## src/rtl/mux_sel_pipe.sv

```systemverilog
// Encoded N-input word selector with a registered output stage for operand forwarding.
// Registered stage supports flush > stall > load, with sticky/saturating illegal-select tracking.
module mux_sel_pipe #(
    parameter int WIDTH  = 32,
    parameter int NUM_IN = 4,
    parameter int SEL_W  = 4,
    parameter int CNT_W  = 8
) (
    input  logic                    clk,
    input  logic                    reset,
    input  logic [SEL_W-1:0]        select,
    input  logic [NUM_IN*WIDTH-1:0] in_bus,
    input  logic                    in_valid,
    input  logic                    stall,
    input  logic                    flush,
    output logic [WIDTH-1:0]        out_comb,
    output logic [WIDTH-1:0]        out_data,
    output logic                    out_valid,
    output logic                    sel_err,
    output logic [CNT_W-1:0]        err_cnt
);

    logic illegal;

    always_comb begin
        out_comb = '0;
        for (int unsigned k = 1; k <= NUM_IN; k++) begin
            if (select == SEL_W'(k))
                out_comb = in_bus[(k-1)*WIDTH +: WIDTH];
        end
    end

    // Select 0 is flagged too: forwarding control must never request a zero operand.
    assign illegal = (select == '0) || (select > SEL_W'(NUM_IN));

    always_ff @(posedge clk) begin
        if (!reset) begin
            out_data  <= '0;
            out_valid <= 1'b0;
            sel_err   <= 1'b0;
            err_cnt   <= '0;
        end else if (flush) begin
            out_data  <= '0;
            out_valid <= 1'b0;
        end else if (!stall) begin
            out_data  <= out_comb;
            out_valid <= in_valid;
            if (in_valid && illegal) begin
                sel_err <= 1'b1;
                if (err_cnt != '1)
                    err_cnt <= err_cnt + CNT_W'(1);
            end
        end
    end

endmodule

```

## config.mk

```make
export PLATFORM = sky130hd
export DESIGN_NAME = mux_sel_pipe
export DESIGN_NICKNAME = d
export VERILOG_FILES = /design/src/rtl/mux_sel_pipe.sv
export SDC_FILE = /design/constraint.sdc
export NUM_CORES = 1
export LEC_CHECK = 0
export CORE_UTILIZATION = 37
export CTS_BUF_LIST = sky130_fd_sc_hd__clkbuf_2
export DETAILED_ROUTE_END_ITERATION = 12
export GPL_ROUTABILITY_DRIVEN = 0
export PLACE_DENSITY = 0.95
export SETUP_SLACK_MARGIN = 0.05
export SLEW_MARGIN = 20
export SYNTH_ARGS = -nofsm -noshare
export SYNTH_HDL_FRONTEND = slang
export SYNTH_SLANG_ARGS = --single-unit
```

## constraint.sdc

```tcl
create_clock -name clk -period 6.1 [get_ports clk]
set_input_delay 1.22 -clock clk [delete_from_list [all_inputs] [get_ports clk]]
set_output_delay 1.22 -clock clk [all_outputs]
set_load 0.01 [all_outputs]
```

==> results of run 1 <==
through the flow:
| step | setup slack (ns) | power, W | hold WS, ns | cells |
|---|---|---|---|---|
| after floorplan | 2.427 | 0.0003649 | 0.4696 | 346 |
| after global placement | 1.561 | 0.0004990 | 0.4396 | 633 |
| after detailed placement | 1.493 | 0.0005042 | 0.4517 | 633 |
| after CTS | 1.488 | 0.0006402 | 0.4804 | 641 |
| after global routing | 1.342 | 0.0006676 | 0.5102 | 641 |
| final | 1.483 | 0.0006359 | 0.4784 | 641 |
metal layers:
metal,up-vias,track usage,routed length (µm)
met4,0,0.1162,318
met2,186,0.5455,5454
met1,1617,0.2861,4014
met3,27,0.07678,854
li1,1652,-,-
met5,-,0,0
worst register-to-register path, stage by stage, from the launching register on:
cell     delay (ns)
dfxtp_1        0.48
ha_1           0.23
and2_1         0.15
nand4_1        0.11
or4b_1         0.49
o211a_1        0.14
worst max path at each step:
stage	start	endpoint	slack, ns	cells after the start
floorplan	select[1]	out_comb[4]	2.43	6
global placement	select[0]	out_comb[31]	1.56	7
detailed placement	select[0]	out_comb[4]	1.49	7
CTS	select[0]	out_comb[4]	1.49	7
global route	select[0]	out_comb[1]	1.34	7
finish	select[0]	out_comb[2]	1.48	7
flip-flops by register name, summed over array words and instances, names as in the netlist:
signal	count
out_valid	1
sel_err	1
err_cnt	8
out_data	32
report_power, final:
part	internal, W	switching (W)	leakage, nW
clock network	0.0000306	0.000106	0.0296
registers	0.000279	0.00000247	0.339
logic	0.000139	0.0000784	1.52
final cells by class:
cell class | instances | area (µm²) | share of cell area
clock buffers | 5 | 25.02 | 0.005088
flip-flops and latches | 42 | 840.8 | 0.1709
multi-input cells | 272 | 1732 | 0.3521
inverters | 5 | 18.77 | 0.003816
repair buffers | 218 | 2157 | 0.4386
clock inverters | 3 | 25.02 | 0.005088
well taps | 96 | 120.1 | 0.02442
cell usage in the layout (no fill, tap or decap), types with 2 or more instances in the layout:
cell             instances
clkdlybuf4s50_1        209
nand2_1                100
dfxtp_1                 42
mux2_2                  31
a22o_1                  31
a22oi_1                 31
o21ai_0                 29
buf_4                    8
o21ai_1                  6
a21oi_1                  6
inv_1                    5
clkbuf_2                 5
nor2_1                   4
mux2i_1                  3
o31ai_1                  3
or4_1                    3
nor2_2                   2
nand2b_1                 2
or3_1                    2
nand4_1                  2
nand3_1                  2
synthesized netlist by cell type (2+ instances only):
| cell | n |
|---|---|
| o21ai_0 | 29 |
| mux2i_1 | 3 |
| buf_1 | 6 |
| clkbuf_1 | 15 |
| buf_2 | 6 |
| mux2_2 | 31 |
| or3_1 | 2 |
| nand3_1 | 2 |
| a21oi_1 | 6 |
| nand2b_1 | 2 |
| nor2_1 | 6 |
| inv_1 | 5 |
| o21ai_1 | 6 |
| a22o_1 | 31 |
| dfxtp_1 | 42 |
| or4_1 | 3 |
| o31ai_1 | 3 |
| a22oi_1 | 31 |
| nand2_1 | 100 |
| nand4_1 | 2 |
logic make-up (layout without fill, tap and decap cells):
family                   after synthesis  count (layout)  synth area share
AND/OR/NAND/NOR                      124             124            0.1997
adder cells (fa/ha/maj)                1               1          0.004655
multiplexers                          34              34            0.1411
flip-flops                            42              42            0.3129
buffers and inverters                 32             231           0.04749
AO/OA/AOI/OAI                        113             113            0.2942
==> impl_metrics.json, run 1 <==
{
  "drtIter0Drc": 125,
  "ys_ff_latch": 42,
  "timing.rr.end": "err_cnt[6]",
  "h-tree-depth": 2,
  "synth_nets": 484,
  "status": "finished clean",
  "cts_resized": 0,
  "cp_data_arrival_time_ns": 3.40,
  "clk_pin_slew_ns": 0.28,
  "regToRegSetupSlack_ns": 4.45,
  "antennaDiodeCount": 0,
  "end_kind": "output port",
  "grt_pass1_vias": 3583,
  "critPathKind": "in -> out",
  "post-cts-setup-buffers": 0,
  "wire_per_inst_um": 16.60,
  "holdPathStages": 2,
  "tns_ns": 0,
  "grt_max_degree": 37,
  "cts_buffers": 5,
  "reg2reg_from": "err_cnt[0]",
  "start_util": 0.3891,
  "crit_family": "buffers and inverters",
  "maxCapViolCount": 0,
  "holdCritPathClass": "reg -> reg",
  "min_period_ns": 4.617,
  "coreArea_um2": 6907,
  "hold_path_end": "sel_err",
  "syn2layout_area_growth_pct": 83.01,
  "routed-via-count": 3482,
  "clock_latency_ns": 0.42,
  "start_kind": "input pin",
  "irDropWorstVdd_mv": 0.06401,
  "drive_gt1_frac": 0.09725,
  "cpMaxStageDelayCell": "clkdlybuf4s50_1",
  "fin_crit_sh": 0.7569,
  "setup_viol": 0,
  "clock_sinks": 42,
  "cp_max_fo": 18,
  "rsz0062_at_grt": "no",
  "synth.largest_area_cell": "dfxtp_1",
  "num_io_pins": 211,
  "synthArstFlopShare": 0,
  "fin_worst_skew_ns": 0.001810,
  "worstPathRequired_ns": 4.88,
  "cts_tree": "built",
  "viasPerCell": 5.432,
  "slew_headroom": 0.3072,
  "hold_violations": 0,
  "die_area_um2": 7608,
  "grt-ovfl-total": 0,
  "place_area_um2": 4868,
  "final_util": 0.7121,
  "design_area_um2": 4918,
  "ctsHoldBuffers": 0,
  "die_h_um": 87.23,
  "die-width_um": 87.23,
  "slowest_delay_ns": 0.54,
  "io_buffer_count": 210,
  "grt_use_total": 0.2834,
  "syn_inst": 346,
  "power.leakage_nw": 1.890,
  "rows": 30,
  "worstHoldStart": "sel_err",
  "tightest_slew_ns": 1.039,
  "syn_avg_cell_area_um2": 7.768,
  "route.detailed.drc": 0,
  "synth_flop_cell": "dfxtp_1",
  "power.density_nw_per_um2": 129.3,
  "path_buf_inv": 3,
  "synth_top_area_frac": 0.3128,
  "synth_cell_types": 35,
  "antenna_found_initial": 0,
  "syn_area_um2": 2688,
  "clock_path_buffers": 2,
  "fin_nets": 682,
  "synth-seq-area-share": 0.3128,
  "fill_cells": 539,
  "routed_wl_um": 10640,
  "place_hpwl_um": 8104,
  "first_pass_iters": 4,
  "crit_chain": "clkdlybuf4s50_1 -> nor2b_2 -> buf_4 -> a22o_1 -> nand2_1 -> nand2_1 -> clkdlybuf4s50_1",
  "synth_area_leaders": "dfxtp_1, nand2_1, mux2_2",
  "grt_pass1_wl_um": 16640,
  "max_freq_mhz": 216.6,
  "reg2regPathDepth": 5,
  "cts_root_buf": "clkbuf_2",
  "yosysWarningCount": 0,
  "ant_nets": 0,
  "drv_slew": 0,
  "synth_edf_count": 0
}
No activity file was read; power rests on OpenSTA's default activity.
==> run 2, diff against run 1 <==
--- a/config.mk
+++ b/config.mk
@@ -5,11 +5,11 @@
 export SDC_FILE = /design/constraint.sdc
 export NUM_CORES = 1
 export LEC_CHECK = 0
-export CORE_UTILIZATION = 37
+export CORE_UTILIZATION = 31
 export CTS_BUF_LIST = sky130_fd_sc_hd__clkbuf_2
 export DETAILED_ROUTE_END_ITERATION = 12
 export GPL_ROUTABILITY_DRIVEN = 0
-export PLACE_DENSITY = 0.95
+export PLACE_DENSITY = 0.88
 export SETUP_SLACK_MARGIN = 0.05
 export SLEW_MARGIN = 20
 export SYNTH_ARGS = -nofsm -noshare
==> constraint.sdc (replaced) <==
create_clock -name clk -period 4.2 [get_ports clk]
set_input_delay 0.84 -clock clk [delete_from_list [all_inputs] [get_ports clk]]
set_output_delay 0.84 -clock clk [all_outputs]
set_load 0.01 [all_outputs]
==> impl_metrics.json, run 2 (synthesized netlist as in run 1, its figures left out) <==
{
  "status": "finished clean",
  "rows": 33,
  "rsz0062_at_grt": "no",
  "wl_met1_um": 4131,
  "critPathKind": "in -> out",
  "place_hpwl_um": 7862,
  "cts_root_buf": "clkbuf_2",
  "routed-via-count": 3420,
  "fill_cells": 732,
  "syn2layout_area_growth_pct": 85.06,
  "clock_path_buffers": 2,
  "ant_nets": 0,
  "instances_no_fill": 653,
  "reg_top3": "out_data (32), err_cnt (8)",
  "die_area_um2": 9046,
  "grt-ovfl-total": 0,
  "cp_data_arrival_time_ns": 2.79,
  "first_pass_iters": 4,
  "antenna_found_initial": 0,
  "clock_sinks": 42,
  "cp_max_fo": 35,
  "cts_buffers": 5,
  "cts_tree": "built",
  "irDropWorstVdd_mv": 0.08976,
  "final_cell_mix": "clkdlybuf4s50_1, nand2_1, dfxtp_1",
  "end_kind": "output port",
  "clk_pin_slew_ns": 0.25,
  "fin_crit_sh": 0.8652,
  "wl_met2_um": 5288,
  "start_util": 0.3238,
  "power.density_nw_per_um2": 184.4,
  "final_common_cell": "clkdlybuf4s50_1",
  "placedCellCount": 645,
  "fin_worst_skew_ns": 0.001141,
  "cts_resized": 0,
  "hold_violations": 0,
  "min_period_ns": 3.634,
  "io_buffer_count": 210,
  "coreArea_um2": 8299,
  "drive_gt1_frac": 0.1022,
  "max_freq_mhz": 275.2,
  "ctsHoldBuffers": 0,
  "grt_use_total": 0.2283,
  "power.leakage_nw": 1.912,
  "routed_wl_um": 10430,
  "final_util": 0.5993,
  "maxCapViolCount": 0,
  "drv_slew": 0,
  "die-width_um": 95.11,
  "drtIter0Drc": 90,
  "route.detailed.drc": 0,
  "holdCritPathClass": "reg -> reg",
  "setup_viol": 0,
  "wire_per_inst_um": 15.97,
  "h-tree-depth": 2,
  "antennaDiodeCount": 0,
  "slew_headroom": 0.3172,
  "start_kind": "input pin",
  "largest_reg_flops": 32,
  "viasPerCell": 5.237,
  "clock_latency_ns": 0.41,
  "highest_layer": "met4",
  "largest_register": "out_data",
  "num_io_pins": 211,
  "die_h_um": 95.11,
  "grt_max_degree": 36,
  "fin_nets": 685,
  "wl_met3_um": 767,
  "grt_pass1_wl_um": 16130,
  "worstPathRequired_ns": 3.36,
  "post-cts-setup-buffers": 0,
  "tns_ns": 0,
  "tightest_slew_ns": 1.024,
  "grt_pass1_vias": 3429
}
-- run 2: cell count changes in the layout (fill, tap and decap cells not counted) --
cell      before  now
buf_12         0    2
buf_4          8    9
clkinv_2       0    1
inv_6          1    0
-- run 2: worst max-delay path, cell delays in order --
cell,delay (ns)
clkdlybuf4s50_1,0.53
nor4b_4,0.38
buf_12,0.25
nand2_1,0.08
o21ai_0,0.12
clkdlybuf4s50_1,0.60
-- run 2: final cells by class --
type | instances | area (µm²) | share of cell area
Clock buffer | 5 | 25.02 | 0.005031
Clock inverter | 3 | 21.27 | 0.004277
Inverter | 5 | 18.77 | 0.003774
Multi-Input combinational cell | 272 | 1732 | 0.3482
Sequential cell | 42 | 840.8 | 0.1691
Tap cell | 105 | 131.4 | 0.02642
Timing Repair Buffer | 221 | 2205 | 0.4433
-- run 2: final timing paths --
kind	start	endpoint	slack, ns	cells past startpoint
setup / recovery	select[3]	out_comb[27]	0.57	6
hold reg to reg	sel_err	sel_err	0.47	2
setup reg to reg	err_cnt[0]	err_cnt[6]	2.59	5
hold / removal	sel_err	sel_err	0.47	2
-- run 2: metal layers --
layer | track usage | vias to the layer above
li1 | - | 1662
met1 | 0.2484 | 1584
met2 | 0.4298 | 153
met3 | 0.05024 | 21
met4 | 0.07828 | 0
met5 | 0 | -
-- run 2: through the flow --
stage	worst slack, ns	instance area (µm²)	hold WS (ns)	power, W
floorplan	1.287	2688	0.4696	0.0005300
detailed placement	0.5918	4927	0.4431	0.0007372
global route	0.5053	4974	0.4860	0.0009663
finish	0.5663	4974	0.4690	0.0009169
global placement	0.5962	4927	0.4412	0.0007312
CTS	0.5748	4974	0.4703	0.0009244
-- run 2: power by group --
part | internal (W) | switching (W)
clock network | 0.0000411 | 0.000147
registers | 0.000406 | 0.00000346
logic | 0.000206 | 0.000114
total | 0.000653 | 0.000264
==> run 3, diff against run 2 <==
--- a/config.mk
+++ b/config.mk
@@ -5,6 +5,7 @@
 export SDC_FILE = /design/constraint.sdc
 export NUM_CORES = 1
 export LEC_CHECK = 0
+export CORE_MARGIN = 2
 export CORE_UTILIZATION = 31
 export CTS_BUF_LIST = sky130_fd_sc_hd__clkbuf_2
 export DETAILED_ROUTE_END_ITERATION = 12
==> constraint.sdc (replaced) <==
create_clock -name clk -period 4.2 [get_ports clk]
set_input_delay 0.84 -clock clk [delete_from_list [all_inputs] [get_ports clk]]
set_output_delay 0.84 -clock clk [all_outputs]
set_load 0.1 [all_outputs]
==> impl_metrics.json, run 3 (synthesized netlist as in run 1, its figures left out) <==
{
  "fill_cells": 687,
  "maxCapViolCount": 0,
  "worstHoldStart": "sel_err",
  "regToRegSetupSlack_ns": 2.54,
  "p_sw_frac": 0.3804,
  "rsz0062_at_grt": "no",
  "slowest_delay_ns": 0.53,
  "fin_worst_skew_ns": 0.001276,
  "cts_tree": "built",
  "cts_root_buf": "clkbuf_2",
  "power.leakage_nw": 2.059,
  "cts_resized": 0,
  "status": "finished clean",
  "clock_sinks": 42,
  "grt_use_total": 0.2272,
  "clock_latency_ns": 0.39,
  "tns_ns": 0,
  "irDropWorstVdd_mv": 0.1164,
  "die_h_um": 97.11,
  "reg_top3": "out_data (32), err_cnt (8)",
  "drv_slew": 0,
  "clk_pin_slew_ns": 0.23,
  "fin_crit_sh": 0.8322,
  "grt_pass1_wl_um": 17490,
  "fin_nets": 685,
  "antenna_found_initial": 0,
  "timing.rr.end": "err_cnt[6]",
  "largest_register": "out_data",
  "place_hpwl_um": 8591,
  "cp_max_fo": 19,
  "p_seq_frac": 0.371,
  "grt_pass1_vias": 3472,
  "crit_chain": "clkdlybuf4s50_1 -> nor2_2 -> buf_4 -> nand2_1 -> nand2_1 -> buf_12",
  "holdPathStages": 2,
  "drtIter0Drc": 108,
  "grt_max_degree": 32,
  "hold_violations": 0,
  "antennaDiodeCount": 0,
  "cp_data_arrival_time_ns": 2.66,
  "start_util": 0.3238,
  "final_common_cell": "clkdlybuf4s50_1",
  "ant_nets": 0,
  "grt-ovfl-total": 0,
  "internal-power_w": 0.0006824,
  "rows": 33,
  "place_ws_ns": 0.7120,
  "setup_viol": 0,
  "slew_headroom": 0.2970,
  "worstPathRequired_ns": 3.36,
  "ctsHoldBuffers": 0,
  "end_kind": "output port",
  "crit_top_cell": "nand2_1",
  "place_area_um2": 5223,
  "cts_buffers": 5,
  "switchingPower_w": 0.0004189,
  "routed-via-count": 3394,
  "multi_input_area_um2": 1732,
  "tightest_slew_ns": 1.054,
  "final_cell_mix": "clkdlybuf4s50_1, nand2_1, dfxtp_1",
  "hold_path_end": "sel_err",
  "register_area_um2": 840.8,
  "io_buffer_count": 210,
  "min_period_ns": 3.495,
  "reg2reg_from": "err_cnt[0]",
  "holdCritPathClass": "reg -> reg",
  "coreArea_um2": 8299,
  "drive_gt1_frac": 0.1588,
  "die-width_um": 97.11,
  "h-tree-depth": 2,
  "viasPerCell": 5.198,
  "syn2layout_area_growth_pct": 95.86,
  "largest_reg_flops": 32,
  "post-cts-setup-buffers": 0,
  "max_freq_mhz": 286.1,
  "reg2regPathDepth": 5,
  "critPathKind": "in -> out",
  "routed_wl_um": 11020,
  "wire_per_inst_um": 16.88,
  "die_area_um2": 9430,
  "cpMaxStageDelayCell": "nor2_2",
  "design_area_um2": 5264,
  "clkPwrFrac": 0.161,
  "power.density_nw_per_um2": 209.2,
  "comb_power_share": 0.468,
  "final_util": 0.6343,
  "clock_path_buffers": 2,
  "worst_slack_ns": 0.7049,
  "route.detailed.drc": 0,
  "first_pass_iters": 4,
  "start_kind": "input pin",
  "num_io_pins": 211
}
## run 3: cell types whose count changed in the layout (fill, tap and decap cells not counted), sizes merged
cell	previous run	this run
buf	12	44
clkdlybuf4s50	209	177
## run 3: through the flow
| stage | hold slack (ns) | cells | total power (W) |
|---|---|---|---|
| 2_1_floorplan | 0.8795 | 346 | 0.0006826 |
| 3_3_place_gp | 0.4416 | 645 | 0.0009274 |
| 3_5_place_dp | 0.4362 | 645 | 0.0009322 |
| 4_1_cts | 0.4628 | 653 | 0.001118 |
| 5_1_grt | 0.4835 | 653 | 0.001158 |
| 6_report | 0.4621 | 653 | 0.001101 |
## run 3: area by class of cell
cell class                      count  share of cell area
Clock inverter                      3            0.003090
Inverter                            5            0.003565
Timing Repair Buffer              221              0.4749
Tap cell                          105             0.02496
Clock buffer                        5            0.004754
Multi-Input combinational cell    272              0.3290
Sequential cell                    42              0.1597
## run 3: routing by layer
metal	GRT usage	wire, µm	up-vias
li1	-	-	1655
met1	0.2394	4111	1577
met2	0.4428	5949	154
met3	0.05827	841	8
met4	0.05959	119	0
met5	0	0	-
## run 3: worst max-delay path, delay by kind of cell
family | cells | cell delay (ns)
buffers and inverters | 3 | 1.02
AND/OR/NAND/NOR | 3 | 0.77
## run 3: power groups by stage
stage          Combinational, W  Sequential, W  Clock, W
2_1_floorplan          0.000224       0.000458         0
3_3_place_gp           0.000511       0.000416         0
3_5_place_dp           0.000516       0.000417         0
4_1_cts                0.000517       0.000409  0.000191
5_1_grt                0.000537       0.000410  0.000210
6_report               0.000515       0.000409  0.000177
## run 3: worst max-delay path by stage
stage          startpoint      endpoint  slack [ns]  cells after the start
6_report        select[3]  out_comb[26]        0.70                      6
5_1_grt         select[3]  out_comb[21]        0.58                      6
4_1_cts         select[3]  out_comb[12]        0.71                      6
3_5_place_dp    select[3]  out_comb[12]        0.71                      6
3_3_place_gp    select[3]  out_comb[15]        0.76                      6
2_1_floorplan   select[1]  out_comb[27]        0.40                      5
